`src/rtl/timer_pkg.sv`:
```
// Shared types and limits for the keypad time-entry loader.
// Holds the loader FSM state encoding, the BCD digit type and entry limits.
// Pure declarations: no logic, no latency, no flow control.
package timer_pkg;

    typedef enum logic [1:0] {
        ST_IDLE  = 2'd0,
        ST_ENTRY = 2'd1,
        ST_LOAD  = 2'd2,
        ST_RUN   = 2'd3
    } state_t;

    typedef logic [3:0] bcd_t;

    localparam int MAX_DIGITS   = 3;
    localparam int BCD_MAX      = 9;
    localparam int SEC_TENS_MAX = 5;

    // A keypad code is a usable digit only when it is 0..9.
    function automatic logic is_bcd(input bcd_t d);
        return d <= 4'(BCD_MAX);
    endfunction

endpackage

```
`src/rtl/bcd_shift_buffer.sv`:
```
// Three-digit m:ss BCD entry buffer with digit count and full flag.
// Latency: shift/clear/normalize take effect on the sampling edge (1 cycle).
// No backpressure: the caller gates shift with the full flag.
// Ports: clock/clearn; shift+key push a digit in from the right; clear empties
// the buffer; normalize folds sec_tens>5 into the minute digit (saturating at
// 9:59); min_ones/sec_tens/sec_ones, entry_count and full are registered.
module bcd_shift_buffer
    import timer_pkg::*;
(
    input  logic       clock,
    input  logic       clearn,
    input  logic       shift,
    input  logic       clear,
    input  logic       normalize,
    input  logic [3:0] key,
    output logic [3:0] min_ones,
    output logic [3:0] sec_tens,
    output logic [3:0] sec_ones,
    output logic [1:0] entry_count,
    output logic       full
);

    always_ff @(posedge clock or negedge clearn) begin
        if (!clearn) begin
            min_ones    <= '0;
            sec_tens    <= '0;
            sec_ones    <= '0;
            entry_count <= '0;
        end else if (clear) begin
            min_ones    <= '0;
            sec_tens    <= '0;
            sec_ones    <= '0;
            entry_count <= '0;
        end else if (normalize) begin
            // 60+ seconds roll one minute over; with no minute headroom
            // left the entry pins to the largest representable time.
            if (min_ones == 4'(BCD_MAX)) begin
                sec_tens <= 4'(SEC_TENS_MAX);
                sec_ones <= 4'(BCD_MAX);
            end else begin
                min_ones <= min_ones + 4'd1;
                sec_tens <= sec_tens - 4'd6;
            end
        end else if (shift) begin
            min_ones    <= sec_tens;
            sec_tens    <= sec_ones;
            sec_ones    <= key;
            entry_count <= entry_count + 2'd1;
        end
    end

    assign full = (entry_count == 2'(MAX_DIGITS));

endmodule

```
`src/rtl/time_entry_loader.sv`:
```
// Keypad loader for the m:ss countdown chain: collect digits, pulse loadn, run until zero.
// Latency: key->buffer 1 cycle; start->loadn low on the sampling edge (+1 with ENTRY_NORMALIZE_EN).
// No backpressure: keys arriving while full, loading or running are dropped.
// Ports: clock, clearn (async active-low); key/key_valid, start, cancel from the
// keypad; zero from the chain; min_ones/sec_tens/sec_ones/loadn/en to the chain;
// entry_count and err status. All outputs are registered.
// Build option ENTRY_NORMALIZE_EN: seconds-tens above 5 are folded into minutes
// instead of rejecting the start with an err pulse.
module time_entry_loader
    import timer_pkg::*;
#(
    parameter int LOADN_CYCLES = 1
) (
    input  logic       clock,
    input  logic       clearn,
    input  logic [3:0] key,
    input  logic       key_valid,
    input  logic       start,
    input  logic       cancel,
    input  logic       zero,
    output logic [3:0] min_ones,
    output logic [3:0] sec_tens,
    output logic [3:0] sec_ones,
    output logic       loadn,
    output logic       en,
    output logic [1:0] entry_count,
    output logic       err
);

    state_t     state, state_nxt;
    logic [1:0] load_cnt;
    logic       load_done;
    logic       run_first;
    logic       pend_start, pend_start_nxt;
    logic       full;
    logic       shift, clear, normalize, reject;
    logic       tens_bad;

    assign load_done = (load_cnt == 2'(LOADN_CYCLES - 1));
    assign tens_bad  = (sec_tens > 4'(SEC_TENS_MAX));

    bcd_shift_buffer u_buf (
        .clock       (clock),
        .clearn      (clearn),
        .shift       (shift),
        .clear       (clear),
        .normalize   (normalize),
        .key         (key),
        .min_ones    (min_ones),
        .sec_tens    (sec_tens),
        .sec_ones    (sec_ones),
        .entry_count (entry_count),
        .full        (full)
    );

    // State register plus the registered chain-facing strobes, which are
    // decoded from the next state so they change on the same edge as state.
    always_ff @(posedge clock or negedge clearn) begin
        if (!clearn) begin
            state      <= ST_IDLE;
            load_cnt   <= '0;
            run_first  <= 1'b1;
            pend_start <= 1'b0;
            loadn      <= 1'b1;
            en         <= 1'b0;
            err        <= 1'b0;
        end else begin
            state      <= state_nxt;
            load_cnt   <= (state == ST_LOAD && state_nxt == ST_LOAD) ? load_cnt + 2'd1 : 2'd0;
            // High only in the first RUN cycle, while the counters settle.
            run_first  <= (state != ST_RUN);
            pend_start <= pend_start_nxt;
            loadn      <= (state_nxt != ST_LOAD);
            en         <= (state_nxt == ST_RUN);
            err        <= reject;
        end
    end

    // Next-state logic; cancel beats start, start beats key.
    always_comb begin
        state_nxt      = state;
        pend_start_nxt = 1'b0;
        if (cancel) begin
            state_nxt = ST_IDLE;
        end else begin
            case (state)
                ST_IDLE: begin
                    if (shift) state_nxt = ST_ENTRY;
                end
                ST_ENTRY: begin
                    if (pend_start) begin
                        state_nxt = ST_LOAD;
                    end else if (start) begin
                        if (!tens_bad) begin
                            state_nxt = ST_LOAD;
                        end else begin
`ifdef ENTRY_NORMALIZE_EN
                            // Spend one cycle rewriting the buffer first.
                            pend_start_nxt = 1'b1;
`endif
                        end
                    end
                end
                ST_LOAD: begin
                    if (load_done) state_nxt = ST_RUN;
                end
                ST_RUN: begin
                    if (zero && !run_first) state_nxt = ST_IDLE;
                end
                default: state_nxt = ST_IDLE;
            endcase
        end
    end

    // Buffer controls and the start-reject strobe.
    always_comb begin
        shift     = 1'b0;
        clear     = 1'b0;
        normalize = 1'b0;
        reject    = 1'b0;
        if (cancel) begin
            clear = 1'b1;
        end else begin
            case (state)
                ST_IDLE, ST_ENTRY: begin
                    shift = key_valid && is_bcd(key) && !full && !start && !pend_start;
                    if (state == ST_ENTRY && start && !pend_start && tens_bad) begin
`ifdef ENTRY_NORMALIZE_EN
                        normalize = 1'b1;
`else
                        reject    = 1'b1;
`endif
                    end
                end
                ST_RUN: begin
                    clear = zero && !run_first;
                end
                default: ;
            endcase
        end
    end

endmodule
```
`config.mk`:
```
export PLATFORM = sky130hd
export DESIGN_NAME = time_entry_loader
export DESIGN_NICKNAME = d
export VERILOG_FILES = /design/src/rtl/timer_pkg.sv /design/src/rtl/bcd_shift_buffer.sv /design/src/rtl/time_entry_loader.sv
export SDC_FILE = /design/constraint.sdc
export NUM_CORES = 1
export LEC_CHECK = 0
export ABC_AREA = 1
export CAP_MARGIN = 40
export CORE_MARGIN = 4
export CORE_UTILIZATION = 40
export CTS_BUF_LIST = sky130_fd_sc_hd__clkbuf_8 sky130_fd_sc_hd__clkbuf_16
export CTS_CLUSTER_DIAMETER = 150
export DETAILED_ROUTE_END_ITERATION = 8
export DONT_BUFFER_PORTS = 1
export HOLD_SLACK_MARGIN = 0.1
export PLACE_DENSITY = 0.58
export SLEW_MARGIN = 20
export SYNTH_ARGS = -nofsm -noshare
export SYNTH_HDL_FRONTEND = slang
export SYNTH_SLANG_ARGS = --single-unit
```
`constraint.sdc`:
```
create_clock -name clock -period 2.05 [get_ports clock]
set_input_delay 0.3075 -clock clock [delete_from_list [all_inputs] [get_ports clock]]
set_output_delay 0.3075 -clock clock [all_outputs]
set_load 0.01 [all_outputs]
```
==> run summary, run 1 <==
run status: completed
GR Util met2: 18.6%
remaining antenna violation count: 0
distinct cell type count of the synthesized netlist: 19
endpoint required time on the critical path: 2.18 ns
final standard cell count with taps included and fillers excluded: 134
Leak: 0.547 nW
layer with the highest usage after global routing: met2
number of buffers created by CTS: 3
DR WL/cell: 13.5 um
average footprint of a synthesized cell: 9.56 um^2
delay of the slowest cell on the worst path: 0.45 ns
Highest Clock Rate: 686 MHz
Mapped Nets: 113
effective utilization at floorplan: 42.8%
number of fill cells in the layout: 220
number of nets in the layout: 119
VDD IR max: 501 uV
ant diodes: 0
number of antenna violations at the first check in global routing: 0
height of the chip: 57.1 um
weighted congestion reported at the end of routability-driven placement: 0.753
clock root buffer: clkbuf_8
Worst Path Class, Setup: flip-flop to flip-flop
clock tree from TritonCTS: yes
Post-Route WL: 1.81 mm
Slowest-stage cell, CP: dfrtp_1
end-of-flow core utilization: 48.0%
met1 capacity usage during global routing: 15.6%
CTS HTree Levels: 1
clock latency of the later-clocked register in the worst-skew pair: 0.26 ns
final hold violations: 0
portion of the post-synthesis area used by sequential elements: 57.3%
pin slew with the least headroom to its limit: 0.479 ns
final setup TNS: 0 ns
total routing resource utilization after global routing: 12.3%
CP Launch Type: flip-flop
Critical Path AT: 1.58 ns
number of port buffers: 0
half-perimeter wire length of the detailed placement result: 1.35 mm
area delta synth->final: 12.0%
Worst Setup End Kind: flip-flop
setup violation total in the final timing report: 0
number of search-and-repair iterations in the first detailed-routing pass: 4
post-DR vias/cell: 4.88
CTS sink cnt: 22
RSZ-0062 raised after global routing: false
DRC violations left: 0
post-synthesis cell count: 101
pin count of the biggest net entering global routing: 23
CORE AREA: 2250 um^2
global-route track usage on met3: 4.98%
YS warnings: 0
max-cap violation count: 0
I/O pin count: 27
layout cell share with drive strength beyond 1: 15.1%
maximum fanout along the worst path: 14
final slew viol count: 0
Final Cycle Share: 71.1%
Placement Rows: 17
vias in the first global route: 629
starting DRC count in detailed routing: 28
number of buffers on the longest clock path: 2
cell breakdown of the critical path: ha_1 > inv_1 > nand2_1 > nor2_1 > nand3_2 > o211ai_4 > o22ai_1
Yosys reg bits: 22
number of vias after detailed routing: 654
remaining global-route overflow: 0
Worst Skew: 0.00327 ns
Setup Fix Bufs, Post-CTS: 0
number of placed cells counting well taps: 128
P per Cell Area: 894 nW/um^2
kind of path behind the tightest hold check: input port to flip-flop
Synth Cell Area: 966 um^2
global-route wire length before repair: 3.10 mm
Chip Width: 57.1 um
total die area: 3260 um^2
minimum clock period after layout: 1.46 ns
clock slew at reported path FFs: 0.08 ns
worst slew margin relative to its limit: 68.1%
## through the flow
| stage | power [W] | setup slack (ns) | cell area (um^2) | hold slack, ns |
|---|---|---|---|---|
| after floorplan | 0.000548 | 0.623 | 966 | 0.0119 |
| after global placement | 0.000562 | 0.613 | 996 | 0.0124 |
| after detailed placement | 0.000563 | 0.599 | 996 | 0.0125 |
| after CTS | 0.000975 | 0.578 | 1080 | 0.169 |
| after global routing | 0.00101 | 0.436 | 1080 | 0.181 |
| final | 0.000967 | 0.592 | 1080 | 0.173 |
## metal layers
metal,vias to the layer above,share of wire [%]
met1,306,43
met5,-,0
met3,2,9.5
met4,0,1.1
li1,323,-
met2,23,46
## where the power goes
part	internal (W)	total [W]	switching [W]
combinational	0.0000303	0.0000880	0.0000577
clock	0.000261	0.000404	0.000143
sequential	0.000453	0.000476	0.0000222
total	0.000744	0.000967	0.000223
## path summary, 6_finish.rpt
kind,slack [ns],start,cells past startpoint,end
worst min register to register,0.42,load_cnt[0]$_DFF_PN0_,1,load_cnt[0]$_DFF_PN0_
worst max-delay path,0.59,u_buf.entry_count[0]$_DFFE_PN0P_,7,u_buf.sec_ones[2]$_DFFE_PN0P_
worst max register to register,0.59,u_buf.entry_count[0]$_DFFE_PN0P_,7,u_buf.sec_ones[2]$_DFFE_PN0P_
max in group asynchronous,1.17,clearn,2,loadn$_DFF_PN1_
min in group asynchronous,0.54,clearn,2,u_buf.min_ones[3]$_DFFE_PN0P_
worst min-delay path,0.17,start,2,err$_DFF_PN0_
## sequential cells by signal (all words and copies together), names as in the netlist
signal / cells
state: 2
loadn: 1
load_cnt: 2
run_first: 1
u_buf.sec_tens: 4
err: 1
u_buf.entry_count: 2
en: 1
u_buf.min_ones: 4
u_buf.sec_ones: 4
## layout make-up
| type | instances | area [um^2] | share of cell area (%) |
|---|---|---|---|
| Clock buffer | 3 | 41.3 | 3.82 |
| Multi-Input combinational cell | 46 | 284 | 26.2 |
| Tap cell | 28 | 35.0 | 3.24 |
| Timing Repair Buffer | 3 | 22.5 | 2.08 |
| Sequential cell | 22 | 553 | 51.1 |
| Inverter | 31 | 116 | 10.8 |
| Clock inverter | 1 | 30.0 | 2.77 |
## worst max-delay path: cells and delay by family (launching register included)
family          cells  cell delay [ns]
simple gates        3             0.27
compound gates      2             0.33
fa+ha+maj           1             0.22
buf+inv             1             0.05
flops               1             0.45
## cells by family after synthesis
kind of cell / count (synthesis) / share of synthesized area [%]
multiplexers: 1 / 1.04
AO/OA/AOI/OAI: 17 / 12.2
flip-flops: 22 / 57.3
adder cells (fa/ha/maj): 2 / 2.59
buffers and inverters: 33 / 13.3
AND/OR/NAND/NOR: 26 / 13.6
## synth_stat cells
master | instances | area share, %
a21oi_1 | 1 | 0.52
buf_2 | 1 | 0.52
o211ai_4 | 1 | 2.2
ha_1 | 2 | 2.6
nand3_1 | 3 | 1.6
nand3_2 | 2 | 2.1
mux2i_1 | 1 | 1.0
dfrtp_1 | 20 | 52
nand2_2 | 1 | 0.65
and2_1 | 1 | 0.65
buf_4 | 1 | 0.78
nor3_4 | 1 | 1.7
inv_2 | 3 | 1.2
nand2_1 | 11 | 4.3
dfstp_2 | 2 | 5.4
o21ai_1 | 2 | 1.0
inv_1 | 28 | 11
nor2_1 | 7 | 2.7
o22ai_1 | 13 | 8.4
## what timing repair did
item	CTS	global route
setup endpoints to repair	0	0
hold endpoints to repair	22	20
hold buffers	1	1
resized for setup	0	0
## placed cells by master (no fill, tap or decap), drive strengths merged, types with 2 or more instances in the layout
cell    instances
nor2            7
dfrtp          20
dfstp           2
ha              2
nand3           5
clkbuf          3
buf             2
o21ai           2
inv            31
nand2          12
o22ai          13
(Power assumes the default switching activity.)
==> run 2, diff against run 1 <==
Clock period 2.05 ns to 1.36 ns, I/O delays scaled along.
==> run 2 against run 1 <==
- the flow now finishes with violations (negative setup slack)
- non-clock buffer count grew 10
- setup slack lost 0.61 ns
- sequential share of layout area shrank 7.0 points
==> run summary, run 2 (synthesis gave the netlist of run 1 again) <==
run status: complete, but fails checks
violations in the final reports: negative setup slack
weighted congestion reported at the end of routability-driven placement: 0.729 (-3.2%)
starting DRC count in detailed routing: 15 (-46%)
number of port buffers: 0 (unchanged)
Register Area: 553 um^2 (unchanged)
height of the chip: 57.1 um (unchanged)
cell breakdown of the critical path: ha_2 > inv_2 > nand2_2 > nor2_4 > nand3_4 > nand2_2 > nand3_4 > inv_2 > and2_4
delay of the slowest cell on the worst path: 0.40 ns (-0.05 ns)
most common cell after layout, fill and taps aside: inv_1
Post-Route WL: 2.06 mm (+14%)
total routing resource utilization after global routing: 12.8% (+0.55 points)
pin slew with the least headroom to its limit: 0.482 ns (+0.00297 ns)
remaining global-route overflow: 0 (unchanged)
CP Launch Type: flip-flop
vias in the first global route: 718 (+14%)
Worst Setup End Kind: flip-flop
CTS HTree Levels: 1 (unchanged)
CORE AREA: 2250 um^2 (unchanged)
number of buffers created by CTS: 3 (unchanged)
highest-count cells in the layout ignoring fill and taps: 27 x inv_1, 20 x dfrtp_1, 10 x o22ai_1
number of nets in the layout: 130 (+9.2%)
Leak: 0.589 nW (+7.6%)
maximum fanout along the worst path: 4 (-10)
endpoint required time on the critical path: 1.57 ns (-0.61 ns)
half-perimeter wire length of the detailed placement result: 1.35 mm (+0.30%)
clock root buffer: clkbuf_8
Placement Rows: 17 (unchanged)
Slowest-stage cell, CP: dfrtp_1
post-route setup slack: -0.0224 ns (-0.614 ns)
pin count of the biggest net entering global routing: 23 (unchanged)
P per Cell Area: 1210 nW/um^2 (+35%)
registers with the highest flip-flop counts: u_buf.min_ones x4, u_buf.sec_ones x4, u_buf.sec_tens x4
number of buffers on the longest clock path: 2 (unchanged)
layout cell share with drive strength beyond 1: 27.4% (+12 points)
kind of path behind the tightest hold check: input port to flip-flop
DR WL/cell: 14.2 um (+5.4%)
post-layout power: 0.00152 W (+57%)
total die area: 3260 um^2 (unchanged)
Final Cycle Share: 102% (+31 points)
VDD IR max: 711 uV (+42%)
minimum clock period after layout: 1.38 ns (-0.0757 ns)
number of fill cells in the layout: 211 (-4.1%)
post-DR vias/cell: 4.93 (+1.0%)
global-route wire length before repair: 3.22 mm (+3.8%)
I/O pin count: 27 (unchanged)
clock slew at reported path FFs: 0.08 ns (about the same)
effective utilization at floorplan: 42.8% (unchanged)
Chip Width: 57.1 um (unchanged)
Worst Skew: 0.00211 ns (-0.00115 ns)
pre-CTS setup slack: -0.0102 ns (-0.609 ns)
number of antenna violations at the first check in global routing: 0 (unchanged)
remaining antenna violation count: 0 (unchanged)
worst slew margin relative to its limit: 67.9% (-0.20 points)
Highest Clock Rate: 723 MHz (+5.5%)
area occupied by multi-input gates: 362 um^2 (+27%)
Worst Path Class, Setup: flip-flop to flip-flop
CTS sink cnt: 22 (unchanged)
DRC violations left: 0 (unchanged)
final hold violations: 0 (unchanged)
Critical Path AT: 1.59 ns (about the same)
number of vias after detailed routing: 715 (+9.3%)
final slew viol count: 0 (unchanged)
area delta synth->final: 29.9%
number of search-and-repair iterations in the first detailed-routing pass: 4 (unchanged)
setup violation total in the final timing report: 2 (+2)
clock latency of the later-clocked register in the worst-skew pair: 0.26 ns (about the same)
max-cap violation count: 0 (unchanged)
clock tree from TritonCTS: yes
ant diodes: 0 (unchanged)
final-layout worst hold slack: 0.163 ns (-0.0101 ns)
RSZ-0062 raised after global routing: true
end-of-flow core utilization: 55.7% (+7.7 points)
run 2: per-layer routing:
metal  global-route usage [%]  wire, um  vias up
li1                         -         -      346
met2                     19.9      1000       17
met1                     16.2       915      350
met3                     4.30       130        2
met5                        0         0        -
met4                     5.96        12        0
run 2: worst paths after layout:
check | start | endpoint | slack (ns) | cells past startpoint
max | u_buf.entry_count[1]$_DFFE_PN0P_ | en$_DFF_PN0_ | -0.02 | 9
min | cancel | err$_DFF_PN0_ | 0.16 | 3
max reg2reg | u_buf.entry_count[1]$_DFFE_PN0P_ | en$_DFF_PN0_ | -0.02 | 9
min reg2reg | load_cnt[0]$_DFF_PN0_ | load_cnt[0]$_DFF_PN0_ | 0.43 | 1
max in group asynchronous | clearn | run_first$_DFF_PN1_ | 0.58 | 2
min in group asynchronous | clearn | u_buf.entry_count[0]$_DFFE_PN0P_ | 0.43 | 2
run 2: worst max-delay path, delay by kind of cell (launching register included):
kind	cells	cell delay [ns]
buffers and inverters	2	0.11
DFF	1	0.40
and+or+nand+nor	6	0.62
adders and majority gates	1	0.19
run 2: power breakdown:
group	internal, W	switching [W]
combinational	0.0000765	0.000116
clock	0.000393	0.000216
sequential	0.000683	0.0000310
run 2: final cells by class:
| type | count | share of cell area [%] |
|---|---|---|
| flip-flops and latches | 22 | 44.1 |
| well taps | 28 | 2.79 |
| multi-input cells | 47 | 28.8 |
| inverters | 31 | 9.27 |
| repair buffers | 13 | 9.37 |
| clock buffers | 3 | 3.29 |
| clock inverters | 1 | 2.39 |
run 2: timing repair:
| action | 4_1_cts | 5_1_grt |
|---|---|---|
| hold buffers | 6 | 1 |
| resized for setup | 0 | 15 |
| buffers inserted | 0 | 1 |
| pin swaps | 1 | 4 |
| hold endpoints to repair | 27 | 20 |
| endpoints found under the setup margin | 7 | 17 |
| gates cloned | 0 | 1 |
run 2: through the flow:
stage | cell area (um^2) | setup TNS, ns | cells
floorplan | 972 | -0.344 | 101
global placement | 1030 | 0 | 132
detailed placement | 1030 | -0.0103 | 132
CTS | 1160 | -0.0266 | 142
global route | 1250 | -1.30 | 145
finish | 1250 | -0.0282 | 145
